--- src/rtl/seven_seg_pkg.sv ---
// Shared constants for the 7-segment display path: segment bit positions,
// the hex glyph table and the scan slot states.
package seven_seg_pkg;

   localparam int SEG_A  = 0;
   localparam int SEG_B  = 1;
   localparam int SEG_C  = 2;
   localparam int SEG_D  = 3;
   localparam int SEG_E  = 4;
   localparam int SEG_F  = 5;
   localparam int SEG_G  = 6;
   localparam int SEG_DP = 7;

   localparam logic [7:0] SEGS_OFF = 8'h00;

   // Active-high a-g patterns, entry [n] is hex digit n (bit0 = a)
   localparam logic [15:0][6:0] HEX_SEGS = {
      7'h71, 7'h79, 7'h5E, 7'h39, 7'h7C, 7'h77, 7'h6F, 7'h7F,
      7'h07, 7'h7D, 7'h6D, 7'h66, 7'h4F, 7'h5B, 7'h06, 7'h3F
   };

   typedef enum logic {
      SLOT_BLANK = 1'b0,
      SLOT_SHOW  = 1'b1
   } slot_state_t;

endpackage

--- src/rtl/seven_seg_scan_mux_hex_to_7seg.sv ---
// Hex nibble to active-high segment pattern; dp bit is left clear for the caller.
module hex_to_7seg
   import seven_seg_pkg::*;
(
   input  logic [3:0] i_val,
   output logic [7:0] o_seg_vals
);

   assign o_seg_vals = {1'b0, HEX_SEGS[i_val]};

endmodule

--- src/rtl/seven_seg_scan_mux.sv ---
// Four-digit multiplexed 7-seg driver with per-slot blanking, frame-aligned
// value updates and optional leading-zero suppression.
//
//   state      | meaning
//   -----------+-----------------------------------------------
//   SLOT_BLANK | leading cycles of a digit slot, all digits off
//   SLOT_SHOW  | remainder of the slot, digit dig lit
module seven_seg_scan_mux
   import seven_seg_pkg::*;
#(
   parameter int NUM_DIGITS     = 4,
   parameter int SCAN_DIV       = 4000,
   parameter int BLANK_CYCLES   = 16,
   parameter int SEG_ACTIVE_LOW = 0,
   parameter int DIG_ACTIVE_LOW = 1
) (
   input  logic                    CLK,
   input  logic                    RST,
   input  logic [4*NUM_DIGITS-1:0] i_val,
   input  logic [NUM_DIGITS-1:0]   i_dp,
   input  logic                    i_lz_blank,
   input  logic                    i_load,
   output logic [7:0]              o_seg,
   output logic [NUM_DIGITS-1:0]   o_dig,
   output logic                    o_frame
);

   localparam int CW  = $clog2(SCAN_DIV);
   localparam int DGW = $clog2(NUM_DIGITS);
   localparam logic [CW-1:0] CNT_MAX   = CW'(SCAN_DIV - 1);
   localparam logic [CW-1:0] BLANK_CNT = CW'(BLANK_CYCLES);
   localparam logic [7:0]    SEG_IDLE  = (SEG_ACTIVE_LOW != 0) ? ~SEGS_OFF : SEGS_OFF;
   localparam logic [NUM_DIGITS-1:0] DIG_IDLE = {NUM_DIGITS{DIG_ACTIVE_LOW != 0}};

   logic [CW-1:0]           cnt, cnt_nxt;
   logic [DGW-1:0]          dig, dig_nxt;
   logic [4*NUM_DIGITS-1:0] pend_val, act_val, act_val_nxt, upper_nxt;
   logic [NUM_DIGITS-1:0]   pend_dp, act_dp, act_dp_nxt;
   logic                    pend_lz, act_lz, act_lz_nxt, pend_flag;
   logic                    wrap, take;
   slot_state_t             state, state_nxt;
   logic [7:0]              dec_seg, seg_nxt;
   logic [NUM_DIGITS-1:0]   dig_nxt_out;
   logic                    frame_q;

   assign wrap    = (cnt == CNT_MAX);
   assign cnt_nxt = wrap ? '0 : cnt + 1'b1;
   assign dig_nxt = wrap ? dig + 1'b1 : dig;
   assign take    = wrap && (dig == DGW'(NUM_DIGITS - 1)) && pend_flag;

   assign act_val_nxt = take ? pend_val : act_val;
   assign act_dp_nxt  = take ? pend_dp  : act_dp;
   assign act_lz_nxt  = take ? pend_lz  : act_lz;
   assign state_nxt   = (cnt_nxt < BLANK_CNT) ? SLOT_BLANK : SLOT_SHOW;

   // Nibbles from the current digit upward; all-zero means it is a leading zero
   assign upper_nxt = act_val_nxt >> {dig_nxt, 2'b00};

   hex_to_7seg u_hex_to_7seg (
      .i_val      (upper_nxt[3:0]),
      .o_seg_vals (dec_seg)
   );

   always_comb begin
      seg_nxt     = SEGS_OFF;
      dig_nxt_out = '0;
      if (state_nxt == SLOT_SHOW) begin
         if (!(act_lz_nxt && (dig_nxt != '0) && (upper_nxt == '0)))
            seg_nxt = dec_seg;
         seg_nxt[SEG_DP] = act_dp_nxt[dig_nxt];
         dig_nxt_out     = NUM_DIGITS'(1) << dig_nxt;
      end
      if (SEG_ACTIVE_LOW != 0) seg_nxt     = ~seg_nxt;
      if (DIG_ACTIVE_LOW != 0) dig_nxt_out = ~dig_nxt_out;
   end

   always_ff @(posedge CLK or posedge RST) begin
      if (RST) begin
         cnt       <= '0;
         dig       <= '0;
         pend_val  <= '0;
         pend_dp   <= '0;
         pend_lz   <= 1'b0;
         pend_flag <= 1'b0;
         act_val   <= '0;
         act_dp    <= '0;
         act_lz    <= 1'b0;
         state     <= SLOT_BLANK;
         o_seg     <= SEG_IDLE;
         o_dig     <= DIG_IDLE;
         frame_q   <= 1'b1;
      end else begin
         cnt     <= cnt_nxt;
         dig     <= dig_nxt;
         act_val <= act_val_nxt;
         act_dp  <= act_dp_nxt;
         act_lz  <= act_lz_nxt;
         if (i_load) begin
            pend_val  <= i_val;
            pend_dp   <= i_dp;
            pend_lz   <= i_lz_blank;
            pend_flag <= 1'b1;
         end else if (take) begin
            pend_flag <= 1'b0;
         end
         state   <= state_nxt;
         o_seg   <= seg_nxt;
         o_dig   <= dig_nxt_out;
         frame_q <= (cnt_nxt == '0) && (dig_nxt == '0);
      end
   end

   // The register sits at 1 through reset so the first cycle after release
   // is marked, while the pin itself stays low as long as RST is held.
   assign o_frame = frame_q & ~RST;

endmodule

--- config.mk ---
export PLATFORM = sky130hd
export DESIGN_NAME = seven_seg_scan_mux
export DESIGN_NICKNAME = d
export VERILOG_FILES = /design/src/rtl/seven_seg_pkg.sv /design/src/rtl/seven_seg_scan_mux_hex_to_7seg.sv /design/src/rtl/seven_seg_scan_mux.sv
export SDC_FILE = /design/constraint.sdc
export NUM_CORES = 1
export LEC_CHECK = 0
export ABC_AREA = 1
export BUFFER_PORTS_ARGS = -buffer_cell sky130_fd_sc_hd__buf_2
export CELL_PAD_IN_SITES_DETAIL_PLACEMENT = 0
export CELL_PAD_IN_SITES_GLOBAL_PLACEMENT = 1
export CORE_ASPECT_RATIO = 1.4
export CORE_MARGIN = 8
export CORE_UTILIZATION = 47
export CTS_CLUSTER_DIAMETER = 60
export DETAILED_ROUTE_END_ITERATION = 12
export GPL_TIMING_DRIVEN = 0
export PLACE_DENSITY = 0.8
export SKIP_LAST_GASP = 1
export SLEW_MARGIN = 20
export SYNTH_ARGS = -nofsm -noshare
export SYNTH_HDL_FRONTEND = slang
export SYNTH_SLANG_ARGS = --single-unit
export TNS_END_PERCENT = 50
--- constraint.sdc ---
create_clock -name CLK -period 5.2 [get_ports CLK]
set_input_delay 0.78 -clock CLK [delete_from_list [all_inputs] [get_ports CLK]]
set_output_delay 0.78 -clock CLK [all_outputs]
set_load 0.005 [all_outputs]
After elaboration in Yosys (flattened, before gate mapping). Memories as Yosys holds them, arrays and structs flattened. Index checks and enable logic that the tools add are counted.

$add $sub $neg: 2. $lt $le $gt $ge: 3. Equality and inequality tests: 2. Shifts and indexed selects: 2. Multiplexer cells: 13. Bitwise gates (word level): 3. Reduce and logical (&&, ||, !) cells: 10.

Operators with widths (count): $logic_not 16->1 (1); $mux 16 (1); $shr 16x4->16 (1); $mux 7 (2); $add 12x1->12 const B (1); $eq 12x12->1 const B (1); $logic_not 12->1 (1); $lt 12x5->1 const B (1); $mux 12 (1); $mux 4 (2); $mux 8 (1); $logic_and 1x1->1 (5); $lt 4x5->1 const B (1); $mux 1 (4); $not 4->4 (1); $reduce_bool 2->1 (2); $shl 1x2->4 const A (1); $lt 2x3->1 const B (1); $add 2x1->2 const B (1); $bmux 1 s2 (1); $eq 2x2->1 const B (1); $logic_not 2->1 (1); $mux 2 (1); $and 1x1->1 (1); $not 1->1 (1).

Register bits: 70. ROM bits: 112. Input bits: 24. Output and inout port bits: 13. Word-level logic and storage cells: 48. Memories kept: 1.

Memory list: (no name shown) (depth 16, width 7, read ports 1, clocked after Yosys merged registers in 0, write ports 0, line seven_seg_scan_mux_hex_to_7seg.sv:9) `assign o_seg_vals = {1'b0, HEX_SEGS[i_val]};`.

Logic depth before layout (Yosys ltp).
Depth after elaboration: 9. Gate-level depth with buffers: 24.

Modules after synthesis. Synthesis repeated with hierarchy kept, for this count alone.

Cells, all modules: 455. Area total of the unflattened synthesis: 3731.1 µm².

Modules (own cells, without submodules): seven_seg_scan_mux (instances 1, cells an instance 400, area an instance 3412.0 µm², seq. area each 1757.9 µm²); hex_to_7seg (instances 1, cells an instance 55, area an instance 319.1 µm², seq. area each 0.0 µm²).

Worst setup path after synthesis. Ideal clock, no wire load.

Path kind: reg-to-reg. From: register cnt[0]. To: register o_seg[2]. Data arrival time: 2.432 ns. Data required time: 5.078 ns. Slack: 2.645 ns. Stages on the path, launching flop included: 25. Buffers on the path: 1. Period minus slack after synthesis: 2.555 ns. Cell sequence: dfrtp_1 ha_1 nand2_2 inv_1 nand2_1 nor2_1 nand4_2 buf_6 nand2_1 nand2_2 nand2_1 nand2_1 nand2_1 nand2_2 inv_1 ha_1 inv_1 nor2_2 nand2_1 nor2_1 nand2_1 nor2_2 nand2_2 nand2_4 nor2_2.

Word-level cells in the longest chain between the ends: 9. Elaborated cells between the ends (all ways): 18. Those cells by class: add/sub (1); order compare (1); eq/ne (1); shift (1); mux (7); reduce/logical (6); memory (1).

Ends and longest elaborated chain: from (decl) (line seven_seg_scan_mux.sv:35) `logic [CW-1:0] cnt, cnt_nxt;`; from (signal assigned) (line seven_seg_scan_mux.sv:93) `cnt <= cnt_nxt;`; $eq 12x12->1 * (line seven_seg_scan_mux.sv:46) `assign wrap = (cnt == CNT_MAX);`; $logic_and 1x1->1 * (2 in a row) (line seven_seg_scan_mux.sv:49) `assign take = wrap && (dig == DGW'(NUM_DIGITS - 1)) && pend_flag;`; $mux 16 * (line seven_seg_scan_mux.sv:51) `assign act_val_nxt = take ? pend_val : act_val;`; net act_val_nxt[13] (line seven_seg_scan_mux.sv:37) `logic [4*NUM_DIGITS-1:0] pend_val, act_val, act_val_nxt, upper_nxt;`; $shr 16x4->16 * (line seven_seg_scan_mux.sv:57) `assign upper_nxt = act_val_nxt >> {dig_nxt, 2'b00};`; $mem_v2 16x7 / $logic_not 16->1 (equally long branches); $mux 7 (implied by the code) / $logic_and 1x1->1 (equally long branches) (line seven_seg_scan_mux_hex_to_7seg.sv:9, seven_seg_scan_mux.sv:68); $mux 7 * (line seven_seg_scan_mux.sv:68) `if (!(act_lz_nxt && (dig_nxt != '0) && (upper_nxt == '0)))`; $mux 8 * (line seven_seg_scan_mux.sv:67) `if (state_nxt == SLOT_SHOW) begin`; net seg_nxt[2] (line seven_seg_scan_mux.sv:42) `logic [7:0] dec_seg, seg_nxt;`; to (signal assigned) (line seven_seg_scan_mux.sv:107) `o_seg <= seg_nxt;`; to (decl) (line seven_seg_scan_mux.sv:23) `output logic [7:0] o_seg,`.

Mark *: on every way through the listed nets, which the timed path passes. The rest lies on a longest branch. The select of a mux whose other input is x is not followed. A chain may end at the register's enable or synchronous reset.

Worst setup path in the final report.
From: register cnt[0]. To: register o_seg[2].

Word-level cells in the longest chain between the ends: 9. Elaborated cells between the ends (all ways): 18. Those cells by class: add/sub (1); order compare (1); eq/ne (1); shift (1); mux (7); reduce/logical (6); memory (1).

Ends and longest elaborated chain (line): $eq 12x12->1 (seven_seg_scan_mux.sv:46); $logic_and 1x1->1 (2 in a row) (seven_seg_scan_mux.sv:49); $mux 16 (seven_seg_scan_mux.sv:51); $shr 16x4->16 (seven_seg_scan_mux.sv:57); $mem_v2 16x7 / $logic_not 16->1 (equally long branches); $mux 7 (implied by the code) / $logic_and 1x1->1 (equally long branches) (seven_seg_scan_mux_hex_to_7seg.sv:9, seven_seg_scan_mux.sv:68); $mux 7 (seven_seg_scan_mux.sv:68); $mux 8 * (seven_seg_scan_mux.sv:67); net seg_nxt[2] (seven_seg_scan_mux.sv:42).

Marked as above.

==> results.md <==
Timing:
- The final setup violation count is 0.
- The maximum frequency from static timing analysis is between 0.3 and 0.4 GHz.
- Setup repair after global routing left no endpoint under its margin.
- The slew at the pin with the worst max-slew slack is around 0.46 ns.
- The remaining max-slew budget at the tightest pin is between 60% and 70%.
- Final hold analysis gives a worst-case slack of 0.364 ns.
- The number of hold violations in the final report is 0.
- The setup clock skew after layout is between 0.01 and 0.015 ns.
- The final critical path time including I/O delays and setup is ~3 ns.
- The worst path uses approximately three fifths of the clock period.
- The max-slew violation count is 0.
- The final setup TNS is 0 ns.
- Across all setup checks in the final design, the least slack found is 2.15 ns.

Job:
- The number of maximum-capacitance constraint violations is 0.

Yosys:
- The per-instance average area after synthesis is 8.01 sq um.
- After synthesis the cells add up to around 0.0038 sq mm.
- Sequential elements use a little under half of the synthesized area.
- The number of different library cells used by synthesis comes to 34.
- Summing the areas of all compound-gate instances in the mapped netlist gives a little over 4% of the synthesized area.
- Synthesis inferred 70 register bits.
- The number of nets produced by synthesis is about 500.
- After synthesis, the largest family of logic cells by area is simple AND/OR/NAND/NOR gates.
- After Yosys synthesis, full adders, half adders and majority gates account for approximately 2.7% of the synthesized area.
- The cell count after synthesis came out at around 470.
- Of the total synthesized cell area, the portion taken by AND, OR, NAND and NOR gates is 38.3%.
- During synthesis, Yosys emitted a total of 0 warnings.
- After synthesis, the share of cell area in mux cells is 0%.
- The post-synthesis xor/xnor area fraction is 0%.

Die:
- The die is about 92 um wide.
- The height of the die is 122 um.
- The initial core utilization is between 40% and 50%.
- The floorplan step defined a core boundary enclosing just under 0.008 sq mm.
- The die covers around 0.011 sq mm.
- The floorplan has 38 rows.
- The top-level port count is 37.

Final layout:
- The number of inserted diodes is 0.
- For this run, the share of the core covered by cells in the final layout is a little under three fifths.
- Of the cells placed in the final design, the portion with a size suffix greater than 1 is between 20% and 30%.
- The area growth from synthesis to layout is 13.3%.
- After the last flow step, the layout net total stands at between 500 and 600.

Clock tree:
- The clock tree root driver cell is clkbuf_8.
- In this run the number of H-tree levels came out at 3.
- The hold buffer count at CTS is 0.
- The count of clock tree sinks is 70.
- Counting the buffers created by CTS gives 9.
- The CTS clock-pin slew for the worst setup and hold paths is roughly 0.08 ns.
- In this run the post-CTS setup repair buffer count came out at 0.
- The maximum buffer depth of the clock tree is 2.
- The number of gates given a new drive strength after cts is 0.
- TritonCTS built the clock tree.
- The clock latency reported for the late side of the worst-skew pair is 0.36 ns.

Global route:
- The initial antenna violation count is 0.
- The sum of overflow across all layers after global routing is 0.
- Across every metal layer, demand over resource in global routing totals roughly 16%.
- The maximum number of pins on one net before global-route repair is 53.
- The first-pass GRT wire length is between 10 and 15 mm.
- The number of global-route vias before repair was around 3100.

Worst setup path:
- STA puts the critical path data required time at approximately 5.5 ns.
- Together, buffers and inverters on the worst path number 3.
- Counting buffers and inverters, the worst setup path is 21 cells deep.
- The critical path startpoint category is a register.
- Traced cell by cell, the critical path runs through ha_1 > nand2_2 > inv_1 > nand2_1 > nor2_1 > nand4_1 > o21ai_0 > nor2_1 > nor2_1 > nand2_2 > inv_2 > ha_1 > inv_1 > nor2_2 > nand2_1 > nor2_1 > nand2_1 > nor2_2 > nand2_2 > nand2_4 > nor2_2.
- The critical path capture point type is a register.
- The family with the most delay on the worst path is simple AND/OR/NAND/NOR gates.
- Among the stages of the critical path, the cell type that occurs most often is nor2_1.
- The critical path arrival is 3.30 ns.
- The depth of the worst register-to-register path is 21.
- The category of the critical setup timing path is reg2reg.
- The cell with the largest stage delay on the worst path is dfrtp_1.
- In this design, the stage delay of the slowest critical-path cell is roughly 0.38 ns.
- The maximum fanout along the worst path is 7.

Power:
- Across the VDD grid, the largest voltage drop is between 0.00015 and 0.0002 V.
- The cell-internal power is about 0.00075 W.
- The part of the power in the clock network is around two fifths.
- The total power of the final layout is ~0.001 W.
- Combinational logic is responsible for 4.3% of the overall power.
- The switching portion of total power is about a quarter.
- The switching power summed over all nets is around 0.00025 W.
- The share of power burned in registers is around 57%.
- The power density over cell area is around 230 mW/mm^2.
- For this design the static power due to leakage is 2.28 nW.

Route:
- In the routed design, unresolved DRC markers number 0.
- The routed length per placed instance is ~13 um.
- The mean number of vias per cell is 4.83.
- The sum of routed wire length over all layers is about 8.3 mm.
- The length of the first detailed-routing pass in iterations is 4.
- After the first detailed-routing iteration, the DRC count stood at 107.
- The total vias in the final route is 3017.
- In this run the remaining antenna-violating nets after routing total 0.

Placement:
- Timing analysis after detailed placement gives a worst setup slack of roughly 2.1 ns.
- The placer's final routability congestion estimate is 0.826.
- In this run the tool buffered the top-level ports with 36 buffer cells.
- The post-DP HPWL is about 6.5 mm.

Run status:
- The flow ran to the end, and the final reports show no timing, DRC or antenna violations.

Min path:
- The type of the tightest min-delay check is in2async.
==> kinds of logic after synthesis <==
group / count (synthesis)
buffers and inverters: 74
AOI/OAI and AO/OA: 29
and+or+nand+nor: 290
adders and majority gates: 8
DFF: 70
==> worst register-to-register path: stages (launching register included) <==
cell	delay, ns
dfrtp_1	0.38
ha_1	0.19
nand2_2	0.08
inv_1	0.10
nand2_1	0.10
nor2_1	0.14
nand4_1	0.33
o21ai_0	0.35
nor2_1	0.07
nor2_1	0.11
nand2_2	0.10
inv_2	0.10
ha_1	0.17
inv_1	0.06
nor2_2	0.09
nand2_1	0.05
nor2_1	0.10
nand2_1	0.07
nor2_2	0.11
nand2_2	0.08
nand2_4	0.12
nor2_2	0.04
==> synth_stat cells <==
cell type	instances	area share (%)
nand3b_1	2	0.40
nand2_8	1	0.53
inv_4	1	0.17
nand2_2	16	2.7
nand4_1	10	1.7
o21ai_0	20	2.7
clkinv_4	2	0.46
nand3_1	40	5.3
nand3_4	1	0.46
nand2_4	5	1.5
inv_2	5	0.50
nand3_2	4	1.1
o21ai_2	1	0.23
dfrtp_1	65	43
nor4_1	1	0.17
buf_6	1	0.30
nand2_1	157	16
nor3_1	2	0.27
dfstp_2	5	3.5
inv_1	56	5.6
buf_2	2	0.27
buf_12	1	0.53
nor2_1	29	2.9
nand4_2	2	0.66
o21ai_1	2	0.27
clkbuf_1	6	0.60
or2_2	1	0.17
nor2_8	3	1.6
ha_1	8	2.7
nor2_4	4	1.2
a21oi_1	4	0.53
nor2_2	11	1.8
nand3b_2	1	0.30
a22oi_1	2	0.40
==> power by group through the flow <==
| stage | registers (W) | clock network [W] | logic [W] |
|---|---|---|---|
| 2_1_floorplan | 0.000574 | 0 | 0.0000252 |
| 3_3_place_gp | 0.000576 | 0 | 0.0000407 |
| 3_5_place_dp | 0.000576 | 0 | 0.0000451 |
| 4_1_cts | 0.000566 | 0.000395 | 0.0000451 |
| 5_1_grt | 0.000567 | 0.000416 | 0.0000516 |
| 6_report | 0.000566 | 0.000385 | 0.0000433 |
==> per-layer routing <==
metal	track usage [%]	share of wire, %	vias to the layer above
met4	11.0	4.0	0
met3	2.28	2.7	22
met1	18.2	42	1369
met5	0	0	-
met2	28.0	51	58
li1	-	-	1568
==> worst paths after layout <==
path / start / to / slack [ns]
min in group CLK: pend_val[11] / pend_val[11] / 0.47
max in group asynchronous: RST / o_dig[3] / 4.28
setup reg to reg: cnt[0] / o_seg[2] / 2.15
setup / recovery: cnt[0] / o_seg[2] / 2.15
hold reg to reg: pend_val[11] / pend_val[11] / 0.47
hold / removal: RST / cnt[5] / 0.36
==> cell usage in the layout (no fill, tap or decap), types with 2 or more instances in the layout <==
cell and count:
buf_2 38, nand3_2 4, clkbuf_1 7, nor2_2 11, clkinv_4 2, nand3_1 40
nor2_1 29, ha_1 8, a22oi_1 2, a21oi_1 4, nor2_8 3, nor3_1 2
inv_4 2, dfstp_2 5, inv_2 5, clkinv_2 2, nand4_1 10, o21ai_0 20
inv_1 55, o21ai_1 2, clkinvlp_4 4, nand2_1 157, nand2_2 16, clkbuf_8 9
nand3b_1 2, nand4_2 2, dfrtp_1 65, nand2_4 5, nor2_4 4
==> flip-flops by register name, summed over array words and instances (netlist names) <==
signal / count
dig: 2
pend_dp: 4
pend_flag: 1
act_lz: 1
cnt: 12
pend_lz: 1
act_val: 16
o_dig: 4
act_dp: 4
frame_q: 1
pend_val: 16
o_seg: 8
==> through the flow <==
stage / instance area, sq um / cells
finish: 4270 / 624
global route: 4270 / 624
CTS: 4270 / 624
detailed placement: 4110 / 608
global placement: 4080 / 607
floorplan: 3770 / 471
==> area by class of cell <==
type	instances	area [sq um]
plain buffers	10	63.8
repair buffers	37	208
clock buffers	10	128
fillers	753	3480
flip-flops and latches	70	1760
clock inverters	6	40.0
multi-input cells	327	1700
inverters	64	255
well taps	100	125
Power figures use the tool's default switching activity.
